`src/rtl/seq_det_pkg.sv`:
```
// Shared definitions for the parametrised serial pattern detector:
// maximum pattern width and the KMP-style transition/border helpers.
package seq_det_pkg;

    localparam int SEQ_MAX_W = 16;
    localparam int SEQ_IDX_W = $clog2(SEQ_MAX_W);

    // Length of the longest proper border (suffix that is also a prefix).
    // Character i of the pattern is pattern[pat_w-1-i] (MSB arrives first).
    function automatic int seq_border(input logic [SEQ_MAX_W-1:0] pattern,
                                      input int pat_w);
        int best;
        bit ok;
        best = 0;
        for (int l = 1; l < SEQ_MAX_W; l++) begin
            if (l < pat_w) begin
                ok = 1'b1;
                for (int j = 0; j < SEQ_MAX_W; j++) begin
                    if (j < l) begin
                        if (pattern[SEQ_IDX_W'(pat_w - 1 - j)] != pattern[SEQ_IDX_W'(l - 1 - j)])
                            ok = 1'b0;
                    end
                end
                if (ok)
                    best = l;
            end
        end
        return best;
    endfunction

    // Next prefix length after receiving x while holding a prefix of length k.
    // A completed pattern restarts at the border (overlap) or at zero.
    function automatic int seq_next_state(input int k,
                                          input logic x,
                                          input logic [SEQ_MAX_W-1:0] pattern,
                                          input int pat_w,
                                          input bit overlap);
        logic [SEQ_MAX_W-1:0] s;
        int best;
        bit ok;
        if (k == pat_w - 1 && x == pattern[0])
            return overlap ? seq_border(pattern, pat_w) : 0;
        // s[0..k] is the received window: prefix of length k followed by x
        s = '0;
        for (int i = 0; i < SEQ_MAX_W; i++) begin
            if (i < k)
                s[i] = pattern[SEQ_IDX_W'(pat_w - 1 - i)];
            else if (i == k)
                s[i] = x;
        end
        best = 0;
        for (int l = 1; l < SEQ_MAX_W; l++) begin
            if (l <= k + 1 && l < pat_w) begin
                ok = 1'b1;
                for (int j = 0; j < SEQ_MAX_W; j++) begin
                    if (j < l) begin
                        if (s[SEQ_IDX_W'(k + 1 - l + j)] != pattern[SEQ_IDX_W'(pat_w - 1 - j)])
                            ok = 1'b0;
                    end
                end
                if (ok)
                    best = l;
            end
        end
        return best;
    endfunction

endpackage

```
`src/rtl/seq_det_match_counter.sv`:
```
// Saturating match counter with synchronous clear and saturation flag.
module seq_det_match_counter
    import seq_det_pkg::*;
#(
    parameter int CNT_W = 8
) (
    input  logic             clk,
    input  logic             rst_n,
    input  logic             clr,
    input  logic             inc,
    output logic [CNT_W-1:0] match_cnt,
    output logic             cnt_sat
);

    logic [CNT_W-1:0] cnt_q;
    logic [CNT_W-1:0] cnt_d;
    logic             full;

    assign full = &cnt_q;

    // Next count: clear wins, otherwise count up until all-ones and hold there
    always_comb begin
        cnt_d = cnt_q;
        if (clr)
            cnt_d = '0;
        else if (inc && !full)
            cnt_d = cnt_q + CNT_W'(1);
    end

    // Count register
    always_ff @(posedge clk or negedge rst_n) begin
        if (!rst_n)
            cnt_q <= '0;
        else
            cnt_q <= cnt_d;
    end

    assign match_cnt = cnt_q;
    assign cnt_sat   = full;

endmodule

```
`src/rtl/seq_detect_param.sv`:
```
// Parametrised serial bit-pattern detector: prefix-length state register,
// constant transition tables built at elaboration, Mealy/Moore match output.
module seq_detect_param
    import seq_det_pkg::*;
#(
    parameter int             PAT_W   = 4,
    parameter logic [PAT_W-1:0] PATTERN = 4'b1011,
    parameter int             OVERLAP = 1,
    parameter int             MOORE   = 0,
    parameter int             CNT_W   = 8
) (
    input  logic             clk,
    input  logic             rst_n,
    input  logic             clr,
    input  logic             en,
    input  logic             x,
    output logic             z,
    output logic [CNT_W-1:0] match_cnt,
    output logic             cnt_sat
);

    localparam int             K_W    = (PAT_W > 2) ? $clog2(PAT_W) : 1;
    localparam int             K_N    = 1 << K_W;
    localparam logic [K_W-1:0] K_LAST = K_W'(PAT_W - 1);

    if (PAT_W < 2 || PAT_W > SEQ_MAX_W || CNT_W < 1) begin : g_bad_param
        $error("seq_detect_param: PAT_W must be 2..16 and CNT_W >= 1");
    end

    // Transition tables indexed by current prefix length, one per input value
    logic [K_W-1:0] next0_lut [K_N];
    logic [K_W-1:0] next1_lut [K_N];

    for (genvar gi = 0; gi < K_N; gi++) begin : g_lut
        if (gi < PAT_W) begin : g_live
            assign next0_lut[gi] = K_W'(seq_next_state(gi, 1'b0, SEQ_MAX_W'(PATTERN), PAT_W, OVERLAP != 0));
            assign next1_lut[gi] = K_W'(seq_next_state(gi, 1'b1, SEQ_MAX_W'(PATTERN), PAT_W, OVERLAP != 0));
        end else begin : g_pad
            assign next0_lut[gi] = '0;
            assign next1_lut[gi] = '0;
        end
    end

    logic [K_W-1:0] k_q;
    logic [K_W-1:0] k_d;
    logic           match_hit;

    // A match is the completing bit sampled while holding the full-minus-one prefix
    assign match_hit = en & ~clr & (k_q == K_LAST) & (x == PATTERN[0]);

    // Next prefix length: clear wins, disabled cycles hold
    always_comb begin
        k_d = k_q;
        if (clr)
            k_d = '0;
        else if (en)
            k_d = x ? next1_lut[k_q] : next0_lut[k_q];
    end

    // Prefix-length state register
    always_ff @(posedge clk or negedge rst_n) begin
        if (!rst_n)
            k_q <= '0;
        else
            k_q <= k_d;
    end

    if (MOORE != 0) begin : g_moore
        logic z_q;
        logic z_d;

        // Registered pulse: exactly the cycle after the completing bit
        always_comb begin
            z_d = match_hit;
        end

        // Moore output register; clr discards a pending pulse
        always_ff @(posedge clk or negedge rst_n) begin
            if (!rst_n)
                z_q <= 1'b0;
            else
                z_q <= z_d;
        end

        assign z = z_q;
    end else begin : g_mealy
        assign z = match_hit;
    end

    seq_det_match_counter #(
        .CNT_W (CNT_W)
    ) u_cnt (
        .clk       (clk),
        .rst_n     (rst_n),
        .clr       (clr),
        .inc       (match_hit),
        .match_cnt (match_cnt),
        .cnt_sat   (cnt_sat)
    );

endmodule

```
`config.mk`:
```
export PLATFORM = sky130hd
export DESIGN_NAME = seq_detect_param
export DESIGN_NICKNAME = d
export VERILOG_FILES = /design/src/rtl/seq_det_pkg.sv /design/src/rtl/seq_det_match_counter.sv /design/src/rtl/seq_detect_param.sv
export SDC_FILE = /design/constraint.sdc
export NUM_CORES = 1
export LEC_CHECK = 0
export BUFFER_PORTS_ARGS = -buffer_cell sky130_fd_sc_hd__buf_2
export CORE_AREA = 2 2 39 41
export CTS_CLUSTER_SIZE = 25
export DETAILED_ROUTE_END_ITERATION = 16
export DIE_AREA = 0 0 41 43
export PLACE_DENSITY = 0.68
export SLEW_MARGIN = 30
export SYNTH_ARGS = -nofsm -noshare
export SYNTH_HDL_FRONTEND = slang
export SYNTH_SLANG_ARGS = --single-unit
```
`constraint.sdc`:
```
create_clock -name clk -period 4.8 [get_ports clk]
set_input_delay 0.96 -clock clk [delete_from_list [all_inputs] [get_ports clk]]
set_output_delay 0.96 -clock clk [all_outputs]
set_load 0.05 [all_outputs]
```
======== Yosys cells after proc, flatten, opt, wreduce, memory -nomap -nowiden ========
Index checks and enable logic that the tools add are counted.
storage, ports and cells
  flip-flop bits (word level) ............. 10
  input port bits ......................... 5
  output and inout bits ................... 10
  logic and storage cells ................. 26
cells by class
  $add $sub $neg .......................... 1
  $lt $le $gt $ge ......................... 1
  eq/ne operators ......................... 1
  muxes and demuxes ....................... 11
  bitwise operators ....................... 5
  reductions and logical operators ........ 5
operators with widths
  operator                                                        count
  8-bit 2-to-1 mux                                                2
  2-bit 2-to-1 mux                                                7
  8-bit by 1-bit adder with 8-bit output (second input constant)  1
  2-bit binary-select mux with 2-bit select                       2
  8-bit AND reduction                                             1
  2-bit nonzero test                                              2
  1-bit AND                                                       3
  3-bit >= comparator (second input constant)                     1
  2-bit inverter with 3-bit output                                1
  2-bit == test (second input constant)                           1
  1-bit logical AND                                               1
  1-bit logical NOT                                               1
  1-bit inverter                                                  1

======== Longest topological paths before layout ========
  depth in word-level cells ............... 7
  gate-level depth with buffers ........... 6
  gate-level depth less buffers ........... 5

======== Hierarchy ========
A second synthesis with hierarchy kept.
second synthesis, totals
  cell total of the unflattened synthesis .. 57
  area total of the unflattened synthesis .. 578.1 µm²
by module, submodules not included
  module                 times used  cells each  area an instance (µm²)  seq. area each (µm²)
  seq_det_match_counter  1           45          475.5                   200.2
  seq_detect_param       1           12          102.6                   50.0

======== Worst setup path after synthesis ========
OpenSTA, ideal clock, no wires.
  kind .................................... register -> output
  from .................................... register u_cnt.cnt_q[0], in the netlist u_cnt.match_cnt[0]
  to ...................................... output port cnt_sat
  arrival ................................. 1813 ps
  data required time ...................... 3840 ps
  path slack .............................. 2027 ps
  stages on the path, launching flop included .. 5
  path buffers ............................ 1
  cells stage by stage .................... dfrtp_1 -> ha_1 -> buf_2 -> nand4_1 -> nor2_1
on the way
  cells in the longest elaborated chain, start to end .. 1
RTL lines
  item                      line                         text
  start: declaration        seq_det_match_counter.sv:15  logic [CNT_W-1:0] cnt_q;
  start signal: assignment  seq_det_match_counter.sv:35  cnt_q <= cnt_d;
  8-bit AND reduction       seq_det_match_counter.sv:19  assign full = &cnt_q;
  end: declaration          seq_detect_param.sv:19       output logic cnt_sat
No other way between the ends.

======== Final worst setup path ========
  from .................................... input port en
  to ...................................... output port z
on the way
  cells in the longest elaborated chain, start to end .. 3
RTL lines
  item                     line                    text
  start: declaration       seq_detect_param.sv:15  input logic en,
  1-bit AND (3 in series)  seq_detect_param.sv:49  assign match_hit = en & ~clr & (k_q == K_LAST) & (x == PATTERN[0]);
  end: declaration         seq_detect_param.sv:17  output logic z,
No other way between the ends.

==> flow_metrics.py <==
metrics = {
    "run_status": {
        "run_status": "finished clean",
    },
    "logic_synthesis": {
        "synth_xor_area_share_pct": 1.49,
        "postSynthAreaPerCell_um2": 9.62,
        "synth_simple_gate_area_share_pct": 28.8,
        "synth_warnings": 0,
        "synth_adder_area_share_pct": 2.13,
        "number_of_distinct_library_cells_after_synthesis": 27,
        "synth_fp_nets": 67,
        "syn_area_um2": 587,
        "synth_top_family_by_area": "simple AND/OR/NAND/NOR gates",
        "muxShareOfSynthArea_pct": 5.12,
        "seq_area_frac_synth_pct": 42.6,
        "syn-instance-count": 61,
        "synth_seq_cells": 10,
        "synth_compound_area_share_pct": 16.4,
    },
    "placement": {
        "place_inst": 89,
        "placement.cell_area_um2": 668,
        "place.port_buffers": 14,
        "placement.setup.worst_slack_ns": 2.15,
        "place_congestion": 0.699,
    },
    "power": {
        "power.static_leakage_nw": 0.344,
        "cellInternalPower_mw": 0.133,
        "peak_supply_drop_uv": 153,
        "power.share.clock_pct": 44.7,
        "netSwitchingFraction_pct": 21.6,
        "comb_power_share_pct": 4.9,
        "powerDensity_nw_per_um2": 241,
        "seq_power_share_pct": 50.4,
        "switchingPower_mw": 0.0368,
        "total_power_mw": 0.170,
    },
    "clocking": {
        "post_cts_resized": 0,
        "holdBufCountCts": 0,
        "clk_latency_ns": 0.27,
        "cts_tree": "built",
        "cts_max_level": 1,
        "clock-sinks": 10,
        "cts_post_setup_buffers_inserted": 0,
        "cts_buffers": 3,
        "clkSlewWorstSetupHoldPaths_ns": 0.07,
        "ctsRootBufferMaster": "sky130_fd_sc_hd__clkbuf_4",
        "cts-root-to-sink-buffers": 2,
    },
    "final_layout": {
        "n_antenna_cell": 0,
        "synthToLayoutAreaGrowth_pct": 20.0,
        "layout.area.seq_um2": 250,
        "postLayoutCellArea_um2": 704,
        "fin_cells": 93,
        "multi_input_area_um2": 317,
        "layout.filler_cells": 145,
        "fin_nets": 84,
        "drive_gt1_share_pct": 28.6,
    },
    "critical_path": {
        "timing.rr.start": "u_cnt.match_cnt[0]$_DFFE_PN0P_",
        "highest_net_fanout_along_the_worst_path": 5,
        "endpoint_of_the_worst_slack_reg_to_reg_timing_path": "u_cnt.match_cnt[1]$_DFFE_PN0P_",
        "data_arrival_time_at_the_worst_slack_endpoint_ns": 1.69,
        "rr_worst_depth": 5,
        "crit_path_start_kind": "input pin",
        "worst-setup-path-type": "in -> out",
        "cp_data_required_time_ns": 3.84,
        "endpoint_kind": "output pin",
        "reg2reg_setup_slack_ns": 3.15,
    },
    "job": {
        "total_of_max_cap_violations": 0,
    },
    "route": {
        "detailroute.via_count": 520,
        "detailedRoute.firstIterationViolations": 20,
        "ant_nets": 0,
        "route.detailed.wl_per_inst_um": 13.3,
        "remaining_drc_errors": 0,
        "drt-total-wl_um": 1240,
        "drt_pass1_iterations": 4,
        "route.detailed.vias_per_inst": 5.59,
    },
    "sta": {
        "fin_setup_tns_ns": 0,
        "slew_headroom_pct": 78.4,
        "period_needed_ns": 2.65,
        "layout_worst_path_cycle_share_pct": 55.1,
        "finalHoldViolCount": 0,
        "worst_tran_pin_value_ns": 0.323,
        "final.setup_skew_ns": 0.00687,
        "report.final.setup_viol": 0,
        "timing.final.max_slew_violations": 0,
        "final_critical_path_setup_slack_ns": 2.15,
        "rsz_0062_raised_after_global_routing": "no",
        "max_freq_mhz": 378,
    },
    "floorplan": {
        "die_area_um2": 1760,
        "initial_core_util_pct": 42.4,
        "die_height_um": 43,
        "die_w_um": 41,
        "io-pin-count": 15,
        "core-area_um2": 1380,
        "fp-row-count": 14,
    },
    "grt": {
        "grt-ovfl-total": 0,
        "grt_pass1_vias": 462,
        "grt_start_max_net_pins": 15,
        "grt_pass1_wl_um": 2100,
        "antenna_found_initial": 0,
        "grt_usage_pct": 17.4,
    },
    "min_path": {
        "holdCritPathClass": "in -> async",
    },
}
==> final cells by class <==
type                    count  area share, %
inverters                   3           1.60
repair buffers             14           9.95
flip-flops and latches     10           35.5
clock buffers               4           5.15
well taps                  16           2.84
multi-input cells          46           44.9
==> routing by layer <==
layer / up-vias / GRT usage (%) / part of all wire [%]
li1: 258 / - / -
met1: 242 / 25.5 / 46
met2: 20 / 22.8 / 46
met3: 0 / 6.81 / 7.4
met4: 0 / 6.00 / 0
met5: - / 0 / 0
==> sequential cells by signal, summed over array words and instances, names as in the netlist <==
signal / count
u_cnt.match_cnt: 8
k_q: 2
==> Yosys cell counts <==
cell                       instances  share of area, %
sky130_fd_sc_hd__a211o_1           1               1.5
sky130_fd_sc_hd__a211oi_2          1               2.1
sky130_fd_sc_hd__a21o_1            1               1.3
sky130_fd_sc_hd__a21oi_1           3               2.6
sky130_fd_sc_hd__a311oi_1          1               1.5
sky130_fd_sc_hd__a31oi_1           1               1.1
sky130_fd_sc_hd__a41oi_1           1               1.5
sky130_fd_sc_hd__and3_1            3               3.2
sky130_fd_sc_hd__and4_1            1               1.5
sky130_fd_sc_hd__buf_2             1              0.85
sky130_fd_sc_hd__clkbuf_1          1              0.64
sky130_fd_sc_hd__dfrtp_1          10                43
sky130_fd_sc_hd__ha_1              1               2.1
sky130_fd_sc_hd__inv_1             3               1.9
sky130_fd_sc_hd__mux2i_1           3               5.1
sky130_fd_sc_hd__nand2_1           4               2.6
sky130_fd_sc_hd__nand3_1           4               3.4
sky130_fd_sc_hd__nand4_1           2               2.1
sky130_fd_sc_hd__nand4_4           1               3.6
sky130_fd_sc_hd__nor2_1            8               5.1
sky130_fd_sc_hd__nor2_4            1               1.9
sky130_fd_sc_hd__nor3_1            3               2.6
sky130_fd_sc_hd__nor3_4            1               2.8
sky130_fd_sc_hd__o2111a_1          1               1.9
sky130_fd_sc_hd__o21ai_0           2               1.7
sky130_fd_sc_hd__o21bai_1          1               1.3
sky130_fd_sc_hd__xnor2_1           1               1.5
==> cell families after synthesis <==
family                   Yosys count
AO/OA/AOI/OAI                     13
XOR/XNOR                           1
adder cells (fa/ha/maj)            1
buffers and inverters              5
flip-flops                        10
multiplexers                       3
AND/OR/NAND/NOR                   28
==> worst max-delay path, cell delays in order <==
cell                      delay, ns
sky130_fd_sc_hd__buf_2         0.13
sky130_fd_sc_hd__nand4_4       0.16
sky130_fd_sc_hd__nor2_4        0.16
sky130_fd_sc_hd__buf_2         0.28
==> per-stage QoR <==
| stage | utilization, % | hold WS, ns |
|---|---|---|
| after CTS | 50.9 | 0.547 |
| final | 50.9 | 0.538 |
| after detailed placement | 48.3 | 0.568 |
| after floorplan | - | 0.536 |
| after global placement | 48.3 | 0.560 |
| after global routing | 50.9 | 0.554 |
==> power groups by stage <==
| stage | Combinational (mW) | Clock [mW] | Sequential (mW) |
|---|---|---|---|
| 2_1_floorplan | 0.00286 | 0 | 0.0873 |
| 3_5_place_dp | 0.00860 | 0 | 0.0875 |
| 3_3_place_gp | 0.00833 | 0 | 0.0873 |
| 4_1_cts | 0.00861 | 0.0782 | 0.0858 |
| 6_report | 0.00829 | 0.0760 | 0.0858 |
| 5_1_grt | 0.00944 | 0.0818 | 0.0858 |
==> cell usage in the layout (no fill, tap or decap), types with 3 or more instances in the layout <==
cell / n
sky130_fd_sc_hd__nand2_1: 4
sky130_fd_sc_hd__mux2i_1: 3
sky130_fd_sc_hd__buf_2: 14
sky130_fd_sc_hd__nor2_1: 8
sky130_fd_sc_hd__a21oi_1: 3
sky130_fd_sc_hd__nor3_1: 3
sky130_fd_sc_hd__clkbuf_4: 3
sky130_fd_sc_hd__nand3_1: 4
sky130_fd_sc_hd__and3_1: 3
sky130_fd_sc_hd__dfrtp_1: 10
sky130_fd_sc_hd__inv_1: 3
==> worst max-delay path by stage <==
stage,end,slack (ns),startpoint
2_1_floorplan,cnt_sat,2.03,u_cnt.match_cnt[0]$_DFFE_PN0P_
3_3_place_gp,z,2.18,en
6_report,z,2.15,en
3_5_place_dp,z,2.15,en
5_1_grt,z,2.11,en
4_1_cts,z,2.15,en
Note: power is estimated with default switching activity, not from simulation.
